## config.mk

```make
export PLATFORM = sky130hd
export DESIGN_NAME = dr_sync_rx
export DESIGN_NICKNAME = d
export VERILOG_FILES = /design/src/rtl/dr_sync_rx.sv
export SDC_FILE = /design/constraint.sdc
export NUM_CORES = 1
export LEC_CHECK = 0
export CAP_MARGIN = 15
export CORE_MARGIN = 4
export CORE_UTILIZATION = 53
export DETAILED_ROUTE_END_ITERATION = 6
export HOLD_SLACK_MARGIN = 0.02
export PLACE_DENSITY = 0.89
export SLEW_MARGIN = 30
export SYNTH_ARGS = -nofsm -noshare
export SYNTH_HDL_FRONTEND = slang
export SYNTH_SLANG_ARGS = --single-unit
```

## constraint.sdc

```tcl
create_clock -name clk -period 2.69 [get_ports clk]
set_input_delay 0.269 -clock clk [delete_from_list [all_inputs] [get_ports clk]]
set_output_delay 0.269 -clock clk [all_outputs]
set_load 0.005 [all_outputs]
```

## src/rtl/dr_sync_rx.sv

```systemverilog
// Async completion-token receiver: sync done_in, 4-phase ack, queue words in a DEPTH-entry FIFO.
// Push/ack SYNC_STAGES edges after done_in is first sampled high; a full FIFO withholds ack (no drops).
module dr_sync_rx #(
    parameter int DATA_W      = 8,
    parameter int DEPTH       = 4,
    parameter int SYNC_STAGES = 2
) (
    input  logic                     clk,
    input  logic                     rst,
    input  logic                     done_in,
    input  logic [DATA_W-1:0]        data_in,
    output logic                     ack_out,
    output logic                     out_valid,
    input  logic                     out_ready,
    output logic [DATA_W-1:0]        out_data,
    output logic [$clog2(DEPTH):0]   fifo_count
);

    localparam int AW = $clog2(DEPTH);
    localparam int CW = AW + 1;

    typedef enum logic [1:0] {
        S_INIT = 2'd0,
        S_IDLE = 2'd1,
        S_ACK  = 2'd2
    } state_t;

    state_t                  r_state;
    logic                    r_ack;
    logic [SYNC_STAGES-1:0]  r_sync;
    logic [AW-1:0]           r_wr_ptr;
    logic [AW-1:0]           r_rd_ptr;
    logic [CW-1:0]           r_count;
    logic [DATA_W-1:0]       r_mem [DEPTH];

    logic w_done_s;
    logic w_full;
    logic w_push;
    logic w_pop;

    assign w_done_s = r_sync[SYNC_STAGES-1];
    assign w_full   = (r_count == CW'(DEPTH));
    assign w_push   = (r_state == S_IDLE) && w_done_s && !w_full;
    assign w_pop    = (r_count != '0) && out_ready;

    assign ack_out    = r_ack;
    assign out_valid  = (r_count != '0);
    assign out_data   = r_mem[r_rd_ptr];
    assign fifo_count = r_count;

    // Reset to all-ones: a token possibly in flight at reset is never captured twice.
    always_ff @(posedge clk or negedge rst) begin
        if (!rst) begin
            r_sync <= '1;
        end else begin
            r_sync <= {r_sync[SYNC_STAGES-2:0], done_in};
        end
    end

    always_ff @(posedge clk or negedge rst) begin
        if (!rst) begin
            r_state <= S_INIT;
            r_ack   <= 1'b0;
        end else begin
            case (r_state)
                S_INIT: begin
                    r_ack <= 1'b0;
                    if (!w_done_s) r_state <= S_IDLE;
                end
                S_IDLE: begin
                    if (w_push) begin
                        r_ack   <= 1'b1;
                        r_state <= S_ACK;
                    end
                end
                S_ACK: begin
                    if (!w_done_s) begin
                        r_ack   <= 1'b0;
                        r_state <= S_IDLE;
                    end
                end
                default: begin
                    r_ack   <= 1'b0;
                    r_state <= S_INIT;
                end
            endcase
        end
    end

    always_ff @(posedge clk or negedge rst) begin
        if (!rst) begin
            r_wr_ptr <= '0;
            r_rd_ptr <= '0;
            r_count  <= '0;
        end else begin
            if (w_push) r_wr_ptr <= r_wr_ptr + AW'(1);
            if (w_pop)  r_rd_ptr <= r_rd_ptr + AW'(1);
            case ({w_push, w_pop})
                2'b10:   r_count <= r_count + CW'(1);
                2'b01:   r_count <= r_count - CW'(1);
                default: r_count <= r_count;
            endcase
        end
    end

    // Storage is deliberately left unreset; occupancy alone defines validity.
    always_ff @(posedge clk) begin
        if (w_push) r_mem[r_wr_ptr] <= data_in;
    end

endmodule

```

==> results.md <==
Run status:
- The flow ran to the end, and the final reports show no timing, DRC or antenna violations.

Drt:
- The average wire per standard cell is 15.91 um.
- The number of optimization iterations in the first detailed-route pass is 4.
- The via count normalized by instance count is 5.159.
- The routed design has 2609 um of wire.
- In this run the remaining antenna-violating nets after routing total 0.
- The residual DRC count is 0.
- For this block, the initial DRC count from the detailed router was 28.
- The via count is 846.

Worst setup path:
- The largest fanout of any net on the critical path is 10.
- In this run the number of cells on the critical path is 2.
- The critical path's largest stage delay is 0.71 ns.
- The worst register-to-register path has a setup slack of 0.59 ns.
- The startpoint identified for the worst register-to-register timing path is fifo_count[0]$_DFFE_PN0P_.
- The cell family contributing the most delay on the critical path is flip-flops.
- The required time reported for the critical path endpoint is 2.42 ns.
- The arrival time at the worst endpoint is 2.12 ns.
- The capturing point of the worst reg2reg path is fifo_count[2]$_DFFE_PN0P_.
- The master of the slowest instance on the critical path is sky130_fd_sc_hd__dfrtp_1.
- The most critical setup path has its startpoint at r_rd_ptr[0]$_DFFE_PN0P_.
- The worst setup path is launched from a flip-flop.
- STA classifies the critical path endpoint as a primary output.
- Measured in cells, the most critical reg-to-reg path has a length of 8.
- The setup path with the least slack is of type reg -> out.
- The buffering stage count on the worst path with inverters included is 1.
- The signal on the critical path passes through mux4_2 > clkdlybuf4s50_1.
- The worst setup path endpoint is out_data[5].

Power and ir drop:
- The fraction of power consumed by the clock network is 17.9%.
- The sequential group share of total power is 47.6%.
- Internal power comes to 1.530 mW.
- The switching share of total power is 28.24%.
- The highest ir drop seen on vdd is 0.6407 mV.
- The combinational fraction of design power is 34.6%.
- After layout, the design draws a total of 2.132 mW.
- Summed over all cells, the static leakage comes to 0.7767 nW.
- The switching component of the power is 0.6021 mW.
- Power spread over the standard cell area amounts to 1008 nW/um2.

Finish:
- The final net count is 137.
- The sequential cell area is 1264 um2.
- The area used by multi-input combinational logic is 454.2 um2.
- The library cell used most frequently in the layout, excluding fill and tap cells, is sky130_fd_sc_hd__edfxtp_1.
- The number of antenna diodes in the final layout is 0.
- Of the cells placed in the final design, the portion with a size suffix greater than 1 is 19.17%.
- Compared with the post-synthesis result, the final layout area differs by 20.63%.
- The final-layout fill cell count is 232.
- The library cells used most frequently in the layout, excluding fill and tap cells, are sky130_fd_sc_hd__edfxtp_1 (32), sky130_fd_sc_hd__clkdlybuf4s50_1 (24), sky130_fd_sc_hd__dfrtp_1 (10).

STA:
- The final number of setup-violating endpoints is 0.
- The hold violation count in the final report is 0.
- The number of slew-limit violations in the final report is 0.
- After layout, the worst path uses 88.99% of the clock period.
- The minimum period implied by the final worst setup slack is 2.394 ns.
- At the pin with the least slew margin, the transition time is 0.5608 ns.
- Summed over all failing endpoints, the final setup total negative slack is 0 ns.
- Between clock sinks in the finished design, the worst skew comes to 0.008549 ns.
- Setup repair after global routing left no endpoint under its margin.
- Measured against its own limit, the worst slew margin works out to 62.61%.
- Timing would allow up to 0.4178 GHz.

Clocking:
- The number of clock buffers added by TritonCTS is 5.
- The tree built by TritonCTS fans out to 44 sinks.
- The clock root buffer is sky130_fd_sc_hd__clkbuf_4.
- Counting along the longest clock path gives a buffer depth of 2.
- TritonCTS built the clock tree.
- The later pin in the worst-skew pair is clocked with a latency of 0.34 ns.
- In this run the number of H-tree levels came out at 2.
- The number of gates resized after cts is 0.
- The setup fix buffers added after clock tree synthesis is 0.
- The CTS clock-pin slew for the worst setup and hold paths is 0.11 ns.
- The number of hold buffers added after CTS was 0.

Die:
- 25 I/O pins were placed.
- The die outline area is 4292 um2.
- The area inside the core boundary is 3103 um2.
- The die span in y is 65.51 um.
- The placement row count is 20.
- Once the floorplan was initialized, standard cells occupied 56.49% of the core.
- The horizontal die dimension is 65.51 um.

Placed design:
- The detailed placement HPWL is 1873 um.
- Buffers placed on the I/O ports in this run total 24.
- The global placement routability congestion is 0.6887.

GRT:
- The aggregate global-route resource usage is 14.96%.
- The initial antenna violation count is 0.
- The global-route wire length before repair is 4471 um.
- The number of global-route vias before repair is 902.
- The maximum number of pins on one net before global-route repair is 14.
- Global routing finished with a remaining overflow of 0.

Min path:
- The path class of the lowest-slack min-delay path is in -> async.

Flow run:
- Max-cap violations in this run came to 0.

Yosys:
- The cell count after synthesis is 90.
- The synthesized area per cell is 19.48 um2.
- The combined area of all synthesized cells is 1753 um2.
- The register bit total from synthesis is 44.
- Synthesis produced a netlist with a net count of 108.
- The count of warnings emitted by yosys is 0.
- Of the synthesized area, sequential elements account for 72.09%.
- Counting distinct cell types in the post-synthesis netlist gives 24.
## power groups by stage
stage                     registers [mW]  clock network, mW  logic (mW)
after detailed placement            1.04                  0       0.750
final                               1.01              0.381       0.737
after global placement              1.02                  0       0.714
after floorplan                    0.949                  0       0.492
after global routing                1.04              0.421       0.809
after CTS                           1.02              0.391       0.753
## worst min path at each step
stage	startpoint	to	slack (ns)
CTS	rst	r_state[0]$_DFFE_PN0P_	0.26
global placement	r_sync[0]$_DFF_PN1_	r_sync[1]$_DFF_PN1_	0.35
floorplan	rst	ack_out$_DFFE_PN0P_	-0.03
finish	rst	fifo_count[2]$_DFFE_PN0P_	0.26
detailed placement	r_sync[0]$_DFF_PN1_	r_sync[1]$_DFF_PN1_	0.35
global route	rst	ack_out$_DFFE_PN0P_	0.29
## flip-flops by register name (all words and copies together), names as in the netlist
name and cells:
ack_out 1, r_state 2, r_wr_ptr 2, r_sync 2, r_rd_ptr 2, r_mem 32
fifo_count 3
## cell type report
| cell class | instances | share of cell area, % |
|---|---|---|
| clock buffers | 5 | 1.775 |
| flip-flops and latches | 44 | 59.76 |
| well taps | 44 | 2.604 |
| inverters | 7 | 1.243 |
| multi-input cells | 37 | 21.48 |
| repair buffers | 24 | 11.36 |
| clock inverters | 3 | 1.775 |
## synth_stat cells
cell type | n | area, um2
sky130_fd_sc_hd__xor2_1 | 2 | 17.52
sky130_fd_sc_hd__and3b_1 | 1 | 8.760
sky130_fd_sc_hd__edfxtp_1 | 32 | 960.9
sky130_fd_sc_hd__buf_2 | 1 | 5.000
sky130_fd_sc_hd__clkbuf_1 | 1 | 3.750
sky130_fd_sc_hd__o2bb2ai_1 | 1 | 8.760
sky130_fd_sc_hd__xnor2_1 | 4 | 35.03
sky130_fd_sc_hd__inv_1 | 7 | 26.28
sky130_fd_sc_hd__and2b_1 | 1 | 7.510
sky130_fd_sc_hd__dfstp_2 | 2 | 52.55
sky130_fd_sc_hd__nor2_1 | 1 | 3.750
sky130_fd_sc_hd__mux2i_1 | 1 | 10.01
sky130_fd_sc_hd__o31a_2 | 1 | 10.01
sky130_fd_sc_hd__ha_1 | 5 | 62.56
sky130_fd_sc_hd__and2_2 | 4 | 30.03
sky130_fd_sc_hd__mux4_2 | 8 | 180.2
sky130_fd_sc_hd__o21ai_0 | 1 | 5.000
sky130_fd_sc_hd__nand3_1 | 1 | 5.000
sky130_fd_sc_hd__o311a_4 | 1 | 21.27
sky130_fd_sc_hd__mux2_4 | 1 | 15.01
sky130_fd_sc_hd__or2_1 | 1 | 6.260
sky130_fd_sc_hd__fa_1 | 1 | 20.02
sky130_fd_sc_hd__dfrtp_1 | 10 | 250.2
sky130_fd_sc_hd__nand2_1 | 2 | 7.510
## metrics by stage
step	util [%]	instances	hold WS, ns	setup slack [ns]	instance area (um2)
2_1_floorplan	-	90	-0.02659	0.7534	1753
3_3_place_gp	65.73	156	0.3453	0.6665	2039
3_5_place_dp	65.73	156	0.3504	0.6028	2039
4_1_cts	68.15	164	0.2645	0.2329	2115
5_1_grt	68.15	164	0.2884	0.1322	2115
6_report	68.15	164	0.2644	0.2962	2115
## routing by layer
metal	vias up	part of all wire, %	GRT usage [%]
li1	395	-	-
met1	428	41	17.59
met2	19	53	23.64
met3	4	4.3	6.325
met4	0	1.8	7.254
met5	-	0	0
## kinds of logic (layout without fill, tap and decap cells)
family,Yosys count,in the layout,share of synthesized area [%]
buf+inv,9,39,1.998
xor+xnor,6,6,2.998
flops,44,44,72.09
fa+ha+maj,6,6,4.711
mux,10,10,11.71
simple gates,11,11,3.926
compound gates,4,4,2.569
No activity file was read; power rests on OpenSTA's default activity.
